File: src/rtl/fetch_sequencer.sv
// Instruction fetch sequencer: drives PC strobes, issues one memory read
// at a time and holds the fetched word for decode.
module fetch_sequencer #(
  parameter int ADDR_WIDTH = 32,
  parameter int DATA_WIDTH = 32
) (
  input  logic                  clk,
  input  logic                  reset,
  input  logic                  run,
  input  logic [ADDR_WIDTH-1:0] pcValue,
  output logic [ADDR_WIDTH-1:0] pcDataIn,
  output logic                  pcWriteEnable,
  output logic                  pcCountEnable,
  output logic                  memValid,
  output logic [ADDR_WIDTH-1:0] memAddr,
  input  logic                  memReady,
  input  logic [DATA_WIDTH-1:0] memData,
  output logic                  instrValid,
  output logic [DATA_WIDTH-1:0] instrData,
  output logic [ADDR_WIDTH-1:0] instrPc,
  input  logic                  instrReady,
  input  logic                  redirectValid,
  input  logic [ADDR_WIDTH-1:0] redirectTarget,
  output logic                  fault
);

  typedef enum logic [2:0] {
    IDLE,
    REQUEST,
    HOLD,
    DRAIN,
    FAULT
  } state_e;

  state_e                state_q, state_d;
  logic [ADDR_WIDTH-1:0] memAddr_q, memAddr_d;
  logic [ADDR_WIDTH-1:0] instrPc_q, instrPc_d;
  logic [DATA_WIDTH-1:0] instrData_q, instrData_d;
  logic                  fault_q, fault_d;
  logic                  count_d;
  logic                  aligned, redirOk, redirBad;

  assign aligned  = (redirectTarget[1:0] == 2'b00);
  assign redirOk  = redirectValid && aligned;
  assign redirBad = redirectValid && !aligned;

  always_ff @(posedge clk or posedge reset) begin
    if (reset) begin
      state_q     <= IDLE;
      memAddr_q   <= '0;
      instrPc_q   <= '0;
      instrData_q <= '0;
      fault_q     <= 1'b0;
    end else begin
      state_q     <= state_d;
      memAddr_q   <= memAddr_d;
      instrPc_q   <= instrPc_d;
      instrData_q <= instrData_d;
      fault_q     <= fault_d;
    end
  end

  always_comb begin
    state_d     = state_q;
    memAddr_d   = memAddr_q;
    instrPc_d   = instrPc_q;
    instrData_d = instrData_q;
    fault_d     = fault_q;
    count_d     = 1'b0;
    unique case (state_q)
      IDLE: begin
        if (redirBad) begin
          fault_d = 1'b1;
          state_d = FAULT;
        end else if (run) begin
          state_d   = REQUEST;
          memAddr_d = redirOk ? redirectTarget : pcValue;
        end
      end
      REQUEST: begin
        if (redirBad) begin
          fault_d = 1'b1;
          state_d = memReady ? FAULT : DRAIN;
        end else if (redirOk) begin
          // A live request cannot be withdrawn; wait it out in DRAIN.
          if (memReady) memAddr_d = redirectTarget;
          else          state_d   = DRAIN;
        end else if (memReady) begin
          instrData_d = memData;
          instrPc_d   = memAddr_q;
          count_d     = 1'b1;
          state_d     = HOLD;
        end
      end
      HOLD: begin
        if (redirBad) begin
          fault_d = 1'b1;
          state_d = FAULT;
        end else if (redirOk || instrReady) begin
          if (run) begin
            state_d   = REQUEST;
            memAddr_d = redirOk ? redirectTarget : pcValue;
          end else begin
            state_d = IDLE;
          end
        end
      end
      DRAIN: begin
        if (redirBad) fault_d = 1'b1;
        if (memReady) begin
          // pcValue lags a same-cycle redirect by one edge.
          if (fault_d) begin
            state_d = FAULT;
          end else if (run) begin
            state_d   = REQUEST;
            memAddr_d = redirOk ? redirectTarget : pcValue;
          end else begin
            state_d = IDLE;
          end
        end
      end
      FAULT: ;
      default: state_d = IDLE;
    endcase
  end

  assign pcDataIn      = redirectTarget;
  assign pcWriteEnable = !reset && redirOk && (state_q != FAULT);
  assign pcCountEnable = !reset && count_d;
  assign memValid      = (state_q == REQUEST) || (state_q == DRAIN);
  assign memAddr       = memAddr_q;
  assign instrValid    = (state_q == HOLD);
  assign instrData     = instrData_q;
  assign instrPc       = instrPc_q;
  assign fault         = fault_q;

endmodule

File: config.mk
export PLATFORM = sky130hd
export DESIGN_NAME = fetch_sequencer
export DESIGN_NICKNAME = d
export VERILOG_FILES = /design/src/rtl/fetch_sequencer.sv
export SDC_FILE = /design/constraint.sdc
export NUM_CORES = 1
export LEC_CHECK = 0
export CORE_ASPECT_RATIO = 0.9
export CORE_MARGIN = 1
export CORE_UTILIZATION = 43
export CTS_CLUSTER_SIZE = 30
export DETAILED_ROUTE_END_ITERATION = 6
export HOLD_SLACK_MARGIN = 0.15
export PLACE_DENSITY = 0.87
export SLEW_MARGIN = 20
export SYNTH_ARGS = -nofsm -noshare
export SYNTH_HDL_FRONTEND = slang
export SYNTH_SLANG_ARGS = --single-unit
File: constraint.sdc
create_clock -name clk -period 4.6 [get_ports clk]
set_input_delay 0.69 -clock clk [delete_from_list [all_inputs] [get_ports clk]]
set_output_delay 0.69 -clock clk [all_outputs]
set_load 0.005 [all_outputs]
* Word-level counts from Yosys, hierarchy flattened
Index checks and enable logic that the tools add are counted.
** Cells by class
- Mux-type cells :: 31
- Reductions and logical operators :: 17
- Bitwise gates (word level) :: 3
- Eq/ne operators :: 17
** Operator list (number)
- two-way mux 32 bit :: 10
- case mux 32 bit (4 select lines) :: 1
- two-way mux 3 bit :: 11
- case mux 3 bit (5 select lines) :: 1
- inequality test 2 bit (second input constant) :: 7
- AND reduction 9 bit :: 1
- inequality test 4 bit (second input constant) :: 2
- two-way mux 1 bit :: 7
- equality test 3 x 2 -> 1 bit (second input constant) :: 2
- inequality test 3 bit (second input constant) :: 2
- AND reduction 6 bit :: 1
- logical AND 1 bit :: 5
- AND reduction 4 bit :: 1
- nonzero test 4 bit :: 1
- equality test 3 x 1 -> 1 bit (second input constant) :: 1
- equality test 3 bit (second input constant) :: 1
- zero test 3 bit :: 1
- inequality test 3 x 1 -> 1 bit (second input constant) :: 1
- NOT 1 bit :: 3
- OR reduction 3 bit :: 1
- zero test 1 bit :: 2
- zero test 2 bit :: 1
- logical OR 1 bit :: 2
- inequality test 2 x 1 -> 1 bit (second input constant) :: 1
- other kinds (2) :: 2
** Storage, ports and cells
- Output and inout port bits :: 133
- Logic and storage cells :: 73
- Input bits :: 102
- Bits in registers :: 100

* Longest topological paths before layout
Gate-level depths: netlist (run 1).
- Word-level depth :: 8
- Gate-level depth with buffers :: 6
- Mapped depth without buffers :: 4

* Worst setup path before layout (run 1)
No wires, ideal clock.
- Kind :: input port to flip-flop
- From :: input port redirectTarget[0]
- To :: register memAddr_q[2] (netlist: memAddr[2])
- Library setup time :: 0.125 ns
- Stages :: 5
- Data required time :: 4.475 ns
- Path buffers :: 1
- Path slack :: 2.182 ns
- Data arrival time :: 2.293 ns
- Cell sequence :: or3b_1 a311o_1 a221oi_4 buf_6 mux2_4
** On the way
- Longest elaborated chain between the ends :: 7
- Elaborated cells between the ends (all ways) :: 22
- Classes of those cells :: eq/ne (6); mux (10); reduce/logical (6)
** RTL lines
- start: declaration :: RTL line 23 : input logic [ADDR_WIDTH-1:0] redirectTarget,
- zero test 2 bit (*) :: RTL line 43 : assign aligned = (redirectTarget[1:0] == 2'b00);
- logical AND 1 bit or zero test 1 bit (tied branches) :: RTL line 44, 45
- two-way mux 32 bit or logical AND 1 bit (tied branches)
- two-way mux 32 bit or two-way mux 1 bit (tied branches)
- two-way mux 32 bit (tied with other cells) :: RTL line 112 : if (fault_d) begin
- two-way mux 32 bit (tied with other cells) :: RTL line 110 : if (memReady) begin
- case mux 32 bit (4 select lines) or AND reduction 9 bit (tied branches)
- end signal: assignment :: RTL line 56 : memAddr_q <= memAddr_d;
- end: declaration :: RTL line 36 : logic [ADDR_WIDTH-1:0] memAddr_q, memAddr_d;
Every way passes the cells marked *; elsewhere a longest branch is shown, timed or not. The select of a mux whose other input is x is not followed.
A chain may end at the register's enable or synchronous reset.

* Worst setup path in the final report (run 1)
- From :: register state_q[1]
- To :: output port pcCountEnable
** On the way
- Longest elaborated chain between the ends :: 3
** RTL lines
- start: declaration :: RTL line 35 : state_e state_q, state_d;
- start signal: assignment :: RTL line 55 : state_q <= state_d;
- equality test 3 x 1 -> 1 bit :: RTL line 70 : unique case (state_q)
- two-way mux 1 bit :: RTL line 70
- logical AND 1 bit :: RTL line 129 : assign pcCountEnable = !reset && count_d;
- end: declaration :: RTL line 13 : output logic pcCountEnable,
Every way passes these cells.

==> results of run 1 <==
-- per-layer routing --
metal / part of all wire / track usage / up-vias / routed length, um
met4: 0.017 / 0.0686 / 0 / 190
li1: - / - / 1496 / -
met3: 0.10 / 0.0788 / 16 / 1160
met5: 0 / 0 / - / 0
met1: 0.37 / 0.222 / 1593 / 4170
met2: 0.50 / 0.352 / 172 / 5610
-- final cells by class --
class                           instances  area (um^2)  area share
Tap cell                              129          161      0.0227
Multi-Input combinational cell        166         1730       0.244
Sequential cell                       100         2500       0.352
Timing Repair Buffer                  238         2380       0.336
Clock inverter                          5         36.3     0.00511
Inverter                                6         27.5     0.00388
Clock buffer                           11          253      0.0356
-- cells by family after synthesis --
family | count (synthesis) | share of synthesized area
AND/OR/NAND/NOR | 22 | 0.0269
flip-flops | 100 | 0.538
multiplexers | 128 | 0.315
AO/OA/AOI/OAI | 16 | 0.0277
buffers and inverters | 53 | 0.0920
-- worst max-delay path: stages (launching register included) --
cell,delay (ns)
dfrtp_1,0.52
nor3b_1,0.68
nand2_1,0.27
nor3_1,0.22
clkdlybuf4s50_1,0.53
-- worst paths after layout --
path / from / cells after the start / slack, ns / end
setup / recovery: state_q[1] / 4 / 1.36 / pcCountEnable
hold / removal: instrPc[29] / 1 / 0.51 / instrPc[29]
setup reg to reg: state_q[1] / 5 / 1.72 / instrPc[6]
hold reg to reg: instrPc[29] / 1 / 0.51 / instrPc[29]
max in group asynchronous: reset / 3 / 2.90 / instrPc[23]
min in group asynchronous: reset / 2 / 0.92 / memAddr[4]
-- registers in the layout, summed over array words and instances (netlist names) --
| name | cells |
|---|---|
| instrData | 32 |
| instrPc | 32 |
| memAddr | 32 |
| state_q | 3 |
| fault | 1 |
-- power by group through the flow --
stage / registers (mW) / logic, mW / clock network (mW)
2_1_floorplan: 1.60 / 0.999 / 0
3_3_place_gp: 1.61 / 2.06 / 0
3_5_place_dp: 1.64 / 2.13 / 0
4_1_cts: 1.63 / 2.14 / 0.739
5_1_grt: 1.68 / 2.25 / 0.779
6_report: 1.62 / 2.11 / 0.720
-- Yosys cell counts (2+ instances only) --
library cell    n  area (um^2)
inv_1           6         22.5
mux2i_1         3         30.0
buf_6           9          101
nor3b_1         4         30.0
nor3_1          3         15.0
mux2_2        117         1320
o21bai_1        2         15.0
clkbuf_1        2         7.51
buf_2           2         10.0
mux2_4          8          120
a22oi_1         2         15.0
nor2_1          5         18.8
o21ai_0         3         15.0
o2111ai_1       2         17.5
nand2_1         3         11.3
buf_4          32          240
dfrtp_1       100         2500
-- stage by stage --
step / cells / worst slack, ns / total power [mW] / hold WS [ns]
3_5_place_dp: 639 / 1.36 / 3.77 / 0.495
2_1_floorplan: 319 / 1.29 / 2.60 / 0.490
5_1_grt: 655 / 1.24 / 4.71 / 0.514
6_report: 655 / 1.36 / 4.45 / 0.506
4_1_cts: 655 / 1.38 / 4.51 / 0.510
3_3_place_gp: 639 / 1.45 / 3.67 / 0.490
==> metrics.txt, run 1 <==
Initial Utilization=0.448; clock latency on the worst-skew pair=between 0.3 and 0.4 ns; CTS resizes=0; area grow syn2layout=52.6%; Initial DRC Count=around 110; vias per inst=about 5; antenna-violating nets left=0; nets@finish=between 600 and 700; fmax=roughly 0.31 GHz; synthesized cell area=~0.0047 mm^2; internal power=about 3.2 mW; Post-synth ARST share=1.00; Post-synth EDFFs=0; leading cell types in the layout, fill and taps excluded=clkdlybuf4s50_1 (234), mux2_2 (117), dfrtp_1 (100); Final period util=0.705; post-synthesis sequential area ratio=0.538; CTS Buf Count=9; setup TNS=0 ns; Hold Vio Cnt, Final=0; total congestion overflow=0; NetSw=1.28 mW; final instance area=between 0.007 and 0.008 mm^2; Clock transition at path regs=0.07 ns; Logic pwr share=0.474; initial antenna violation count=0; Yosys reg bits=100; H-tree levels=3; Power Density=between 600 and 700 mW/mm^2; Data arrival, critical path=2.55 ns; worst clock skew=0.00724 ns; fraction of layout cells with a size suffix above 1=0.287; GRT Overall Usage=0.200; Setup-failing EPs final=0; crit path kind=reg2out; Port Buf Inserts=234; vias in the first global route=roughly 3500; warning count from the yosys run=0; syn avg cell area=14.6 um^2; commonest non-fill, non-tap cell in the layout=clkdlybuf4s50_1; Vias=3277; Worst EP required=3.91 ns; die height=slightly above 100 um; Clock Power Share=0.162; Synth cell types=33; RSZ-0062 raised after global routing=false; I/O Pins=235; largest net degree at the start of global routing=80; placed cell areas=between 0.006 and 0.007 mm^2; CTS tree=done; CTS root buf=clkbuf_16; Max VDD drop=approximately 0.32 mV; row count=35; synthesized instance count=between 300 and 400; Sw Share=0.289; clock sinks=100; DR DRC count=18; Hold-fix buffers, CTS=0; Clock Tree Buf Depth=2; Max-Slew Margin vs Limit=0.350; sequential share of power=0.364; fillers=~760; Post-Syn Nets=between 400 and 500; MaxCap Viol Count=0; final design utilization=0.684; first-pass GRT wire length=17700 um; CP endpoint kind=output port; RD Place Congestion=0.802; total length of routed wires=~11000 um; critical path launch point type=flop; die area=between 0.01 and 0.015 mm^2; failing checks=design-rule violations; router iterations before antenna repair=6; HPWL after detailed placement=roughly 8400 um; ant diodes=0; worst slew pin tran=0.973 ns; Main synth FF type=dfrtp_1; status=complete, but fails checks; critical path peak fanout=11; min Tclk post-route=3.24 ns; Setup Fix Bufs, Post-CTS=0; DIE WIDTH=112 um; WL/cell=17.0 um; max-slew violations=0; Core ar.=~0.010 mm^2; Tightest Hold Check Type=reg2reg; Lkg Pwr=~2.9 nW
Power figures use the tool's default switching activity.
==> run 2: changes to the inputs <==
Settings changed: CORE_UTILIZATION 43 to 40, PLACE_DENSITY 0.87 to 0.82.
Clock period 4.6 ns to 3 ns, I/O delays scaled along.
==> run 2 against run 1 <==
  * The flow now finishes without violations
  * Combinational power rose by 56%
  * First-iteration DRC count up 5.6%
  * Global-route usage down 0.45 points
  * Wire length increased by 3.6%
  * Critical path depth unchanged
  * Critical path type unchanged
  * Critical endpoint unchanged
  * Largest cell class unchanged
  * Highest routed layer unchanged
==> metrics.txt, run 2 (same netlist as run 1, synthesis figures left out) <==
Critical Path Sink=pcCountEnable; Setup-failing EPs final=0; clock sinks=100; Setup Fix Bufs, Post-CTS=0; clock latency on the worst-skew pair=around 0.34 ns; commonest non-fill, non-tap cell in the layout=clkdlybuf4s50_1; die area=0.0121 mm^2; Hold Vio Cnt, Final=0; total length of routed wires=about 12000 um; Initial Utilization=0.420; status=finished clean; critical path peak fanout=11; RSZ-0062 raised after global routing=false; WL/cell=about 17 um; antenna-violating nets left=0; CP startpoint=state_q[0]; worst slew pin tran=around 0.75 ns; CTS Buf Count=9; DR DRC count=0; Port Buf Inserts=about 230; MaxCap Viol Count=0; first-pass GRT wire length=~18000 um; DIE WIDTH=about 120 um; reg-to-reg endpoint=instrData[5]; vias per inst=just under 5; largest net degree at the start of global routing=50; register area=0.00250 mm^2; RD Place Congestion=approximately 0.84; CP endpoint kind=output port; max incr delay on CP=between 0.5 and 0.6 ns; HPWL after detailed placement=just under 9000 um; Worst EP required=approximately 2.6 ns; initial antenna violation count=0; area grow syn2layout=56.2%; die height=about 100 um; Vias=3344; Max-Slew Margin vs Limit=0.499; multi-input logic area=~0.0017 mm^2; slowest cell on the critical path=clkdlybuf4s50_1; fmax=~0.38 GHz; crit path kind=reg2out; Fin Hold WS=0.505 ns; Core ar.=~0.011 mm^2; Cell Count, Final, Fillers Out=a little under 700; CTS root buf=clkbuf_16; critical path launch point type=flop; nets@finish=628; Initial DRC Count=113; path depth of the worst reg2reg path=5; Hold Crit Start=instrPc[31]; RR Startpoint=state_q[0]; Final period util=0.886; Cell Chain, Critical Path=nor3b_2, nand2_1, nor3_1, clkdlybuf4s50_1; I/O Pins=~240; vias in the first global route=between 3000 and 4000; GRT Overall Usage=0.196; Clock transition at path regs=0.07 ns; setup TNS=0 ns; H-tree levels=3; Clock Tree Buf Depth=2; leading cell types in the layout, fill and taps excluded=clkdlybuf4s50_1 (234), mux2_2 (117), dfrtp_1 (100); Power Density=slightly below 1000 mW/mm^2; Tightest Hold Check Type=reg2reg; fillers=approximately 850; fraction of layout cells with a size suffix above 1=0.296; Max VDD drop=between 0.6 and 0.7 mV; total congestion overflow=0; min Tclk post-route=2.66 ns; max-slew violations=0; Data arrival, critical path=2.21 ns; worst reg2reg setup slack=roughly 0.84 ns; # placed instances=667; total chip power=between 7 and 8 mW; ant diodes=0; router iterations before antenna repair=4; Lkg Pwr=about 3 nW; row count=36; worst clock skew=~0.0073 ns; CTS tree=done
run 2: worst min-delay path by stage:
stage	end	slack, ns	depth (start not counted)
5_1_grt	instrPc[3]	0.52	1
3_3_place_gp	instrData[1]	0.49	1
4_1_cts	instrPc[15]	0.51	1
6_report	instrPc[31]	0.51	1
3_5_place_dp	instrPc[15]	0.49	1
2_1_floorplan	fault	0.49	1
run 2: what timing repair did:
item / 4_1_cts / 5_1_grt
hold buffers: 0 / 0
resized for setup: 0 / 1
endpoints found under the setup margin: 0 / 1
run 2: layout make-up:
cell class,count,area share
inverters,6,0.00362
well taps,152,0.0262
flip-flops and latches,100,0.344
repair buffers,243,0.339
clock buffers,9,0.0310
multi-input cells,166,0.239
clock inverters,7,0.0169
run 2: metal layers:
layer | vias to the layer above | part of all wire | global-route usage
li1 | 1514 | - | -
met1 | 1633 | 0.37 | 0.210
met2 | 177 | 0.52 | 0.349
met3 | 20 | 0.094 | 0.0851
met4 | 0 | 0.011 | 0.0449
met5 | - | 0 | 0
run 2: metrics by stage:
stage / utilization / setup slack, ns / instance area, um^2
final: 0.656 / 0.342 / 7270
after global routing: 0.656 / 0.201 / 7270
after CTS: 0.655 / 0.0504 / 7260
after detailed placement: 0.624 / 0.192 / 6910
after global placement: 0.624 / 0.270 / 6910
after floorplan: - / 0.822 / 4660
run 2: report_power, final:
part / total (mW) / switching [mW] / internal, mW
combinational: 3.29 / 1.05 / 2.25
clock: 1.32 / 0.497 / 0.822
sequential: 2.47 / 0.435 / 2.03
total: 7.08 / 1.98 / 5.10
run 2: worst max-delay path: cells and delay by family, from the launching register on:
kind          cells  cell delay, ns
flops             1            0.52
simple gates      3            0.83
buf+inv           1            0.53
==> run 3: changes to the inputs <==
Settings changed: PLACE_DENSITY 0.82 to 0.8.
==> run 3 against run 2 <==
  * Global-route usage is 0.11 points higher
  * Clock-buffer cell count is 2 higher
  * Maximum frequency is 4.1% higher
  * Sequential power hardly changed
  * Clock skew is 0.0016 ns lower
  * Final area is 1.5% lower
  * Clock power is 20% lower
  * Critical endpoint is now pcWriteEnable
  * Largest cell class unchanged
==> metrics.txt, run 3 (same netlist as run 1, synthesis figures left out) <==
status=finished clean; Setup-failing EPs final=0; multi-input logic area=around 0.0017 mm^2; CTS resizes=0; RSZ-0062 raised after global routing=false; CTS tree=done; worst slew pin tran=0.983 ns; setup TNS=0 ns; DIE WIDTH=between 100 and 150 um; Top cell by count, worst path=clkdlybuf4s50_1; die area=about 0.012 mm^2; fmax=approximately 0.39 GHz; total length of routed wires=about 11000 um; largest net degree at the start of global routing=65; critical path launch point type=primary input; crit path kind=in2out; DR DRC count=0; critical path peak fanout=5; path depth of the worst reg2reg path=5; Clock Tree Buf Depth=2; final design utilization=0.646; Power Density=around 950 mW/mm^2; Lkg Pwr=just under 3 nW; Hold Vio Cnt, Final=0; total chip power=6.81 mW; Tightest Hold Check Type=reg2reg; Worst Setup Slack, final=between 0.4 and 0.5 ns; worst clock skew=0.00578 ns; max incr delay on CP=roughly 0.54 ns; Core ar.=between 0.01 and 0.015 mm^2; ant diodes=0; CP top delay family=buffers and inverters; H-tree levels=3; fillers=roughly 900; Hold Crit Start=instrPc[13]; row count=36; die height=~100 um; Data arrival, critical path=between 2 and 2.5 ns; worst reg2reg setup slack=~0.56 ns; RD Place Congestion=roughly 0.81; Hold-fix buffers, CTS=0; WL/cell=~17 um; fraction of layout cells with a size suffix above 1=0.288; HPWL after detailed placement=about 8400 um; min Tclk post-route=roughly 2.6 ns; MaxCap Viol Count=0; max-slew violations=0; CP bufs+invs=2; nets@finish=626; Max VDD drop=around 0.56 mV; initial antenna violation count=0; antenna-violating nets left=0; register area=~0.0025 mm^2; total congestion overflow=0; area grow syn2layout=53.8%; router iterations before antenna repair=4; reg-to-reg endpoint=memAddr[19]; clock latency on the worst-skew pair=roughly 0.34 ns; GRT Overall Usage=0.197; vias per inst=4.81; Clock transition at path regs=~0.06 ns; vias in the first global route=around 3600; worst hold stages=1; CTS root buf=clkbuf_16; slowest cell on the critical path=clkdlybuf4s50_1; worst hold path endpoint=instrPc[13]; Placement Setup Slack=0.166 ns; CTS Buf Count=9; Final period util=0.851; Cell Chain, Critical Path=clkdlybuf4s50_1, or3b_1, nor3_1, clkdlybuf4s50_1; RR Startpoint=state_q[0]; clock sinks=100; Initial DRC Count=around 120; commonest non-fill, non-tap cell in the layout=clkdlybuf4s50_1; I/O Pins=around 240; Initial Utilization=0.420; Port Buf Inserts=between 200 and 250; leading cell types in the layout, fill and taps excluded=clkdlybuf4s50_1 (234), mux2_2 (117), dfrtp_1 (100); Vias=about 3300; Setup Fix Bufs, Post-CTS=0; Worst EP required=around 2.6 ns; first-pass GRT wire length=between 15000 and 20000 um; CP endpoint kind=output port; Max-Slew Margin vs Limit=0.343
run 3: cell types whose count changed in the layout (fill, tap and decap cells not counted), sizes merged:
cell	before	now
buf	9	7
clkbuf	9	11
clkinv	1	3
bufinv	3	0
inv	7	5
run 3: final cells by class:
class                           count  share of cell area
Timing Repair Buffer              241               0.340
Multi-Input combinational cell    166               0.242
Sequential cell                   100               0.350
Clock buffer                       11              0.0339
Inverter                            6             0.00367
Tap cell                          152              0.0266
Clock inverter                      4             0.00367
run 3: how the worst max path moves through the flow:
stage,startpoint,slack [ns],to,cells after the start
after floorplan,redirectTarget[0],0.82,memAddr[2],5
after global placement,redirectTarget[0],0.21,memAddr[29],6
after detailed placement,redirectTarget[0],0.17,memAddr[14],6
after CTS,redirectTarget[0],0.43,pcWriteEnable,4
after global routing,state_q[0],0.34,pcCountEnable,4
final,redirectTarget[0],0.45,pcWriteEnable,4
run 3: power by group:
group	switching [mW]	internal, mW	total, mW
Sequential	0.436	2.04	2.47
Combinational	1.03	2.24	3.27
Clock	0.484	0.579	1.06
run 3: layer usage:
layer	up-vias	track usage	part of all wire	wire [um]
met5	-	0	0	0
met4	0	0.0723	0.015	176
met3	12	0.0752	0.087	988
met2	131	0.351	0.52	5960
met1	1628	0.207	0.37	4270
li1	1501	-	-	-
run 3: stage by stage:
step | cell area [um^2] | hold slack, ns | std cells
floorplan | 4660 | 0.490 | 319
global placement | 6890 | 0.489 | 665
detailed placement | 6890 | 0.494 | 665
CTS | 7150 | 0.509 | 680
global route | 7150 | 0.517 | 680
finish | 7150 | 0.505 | 680
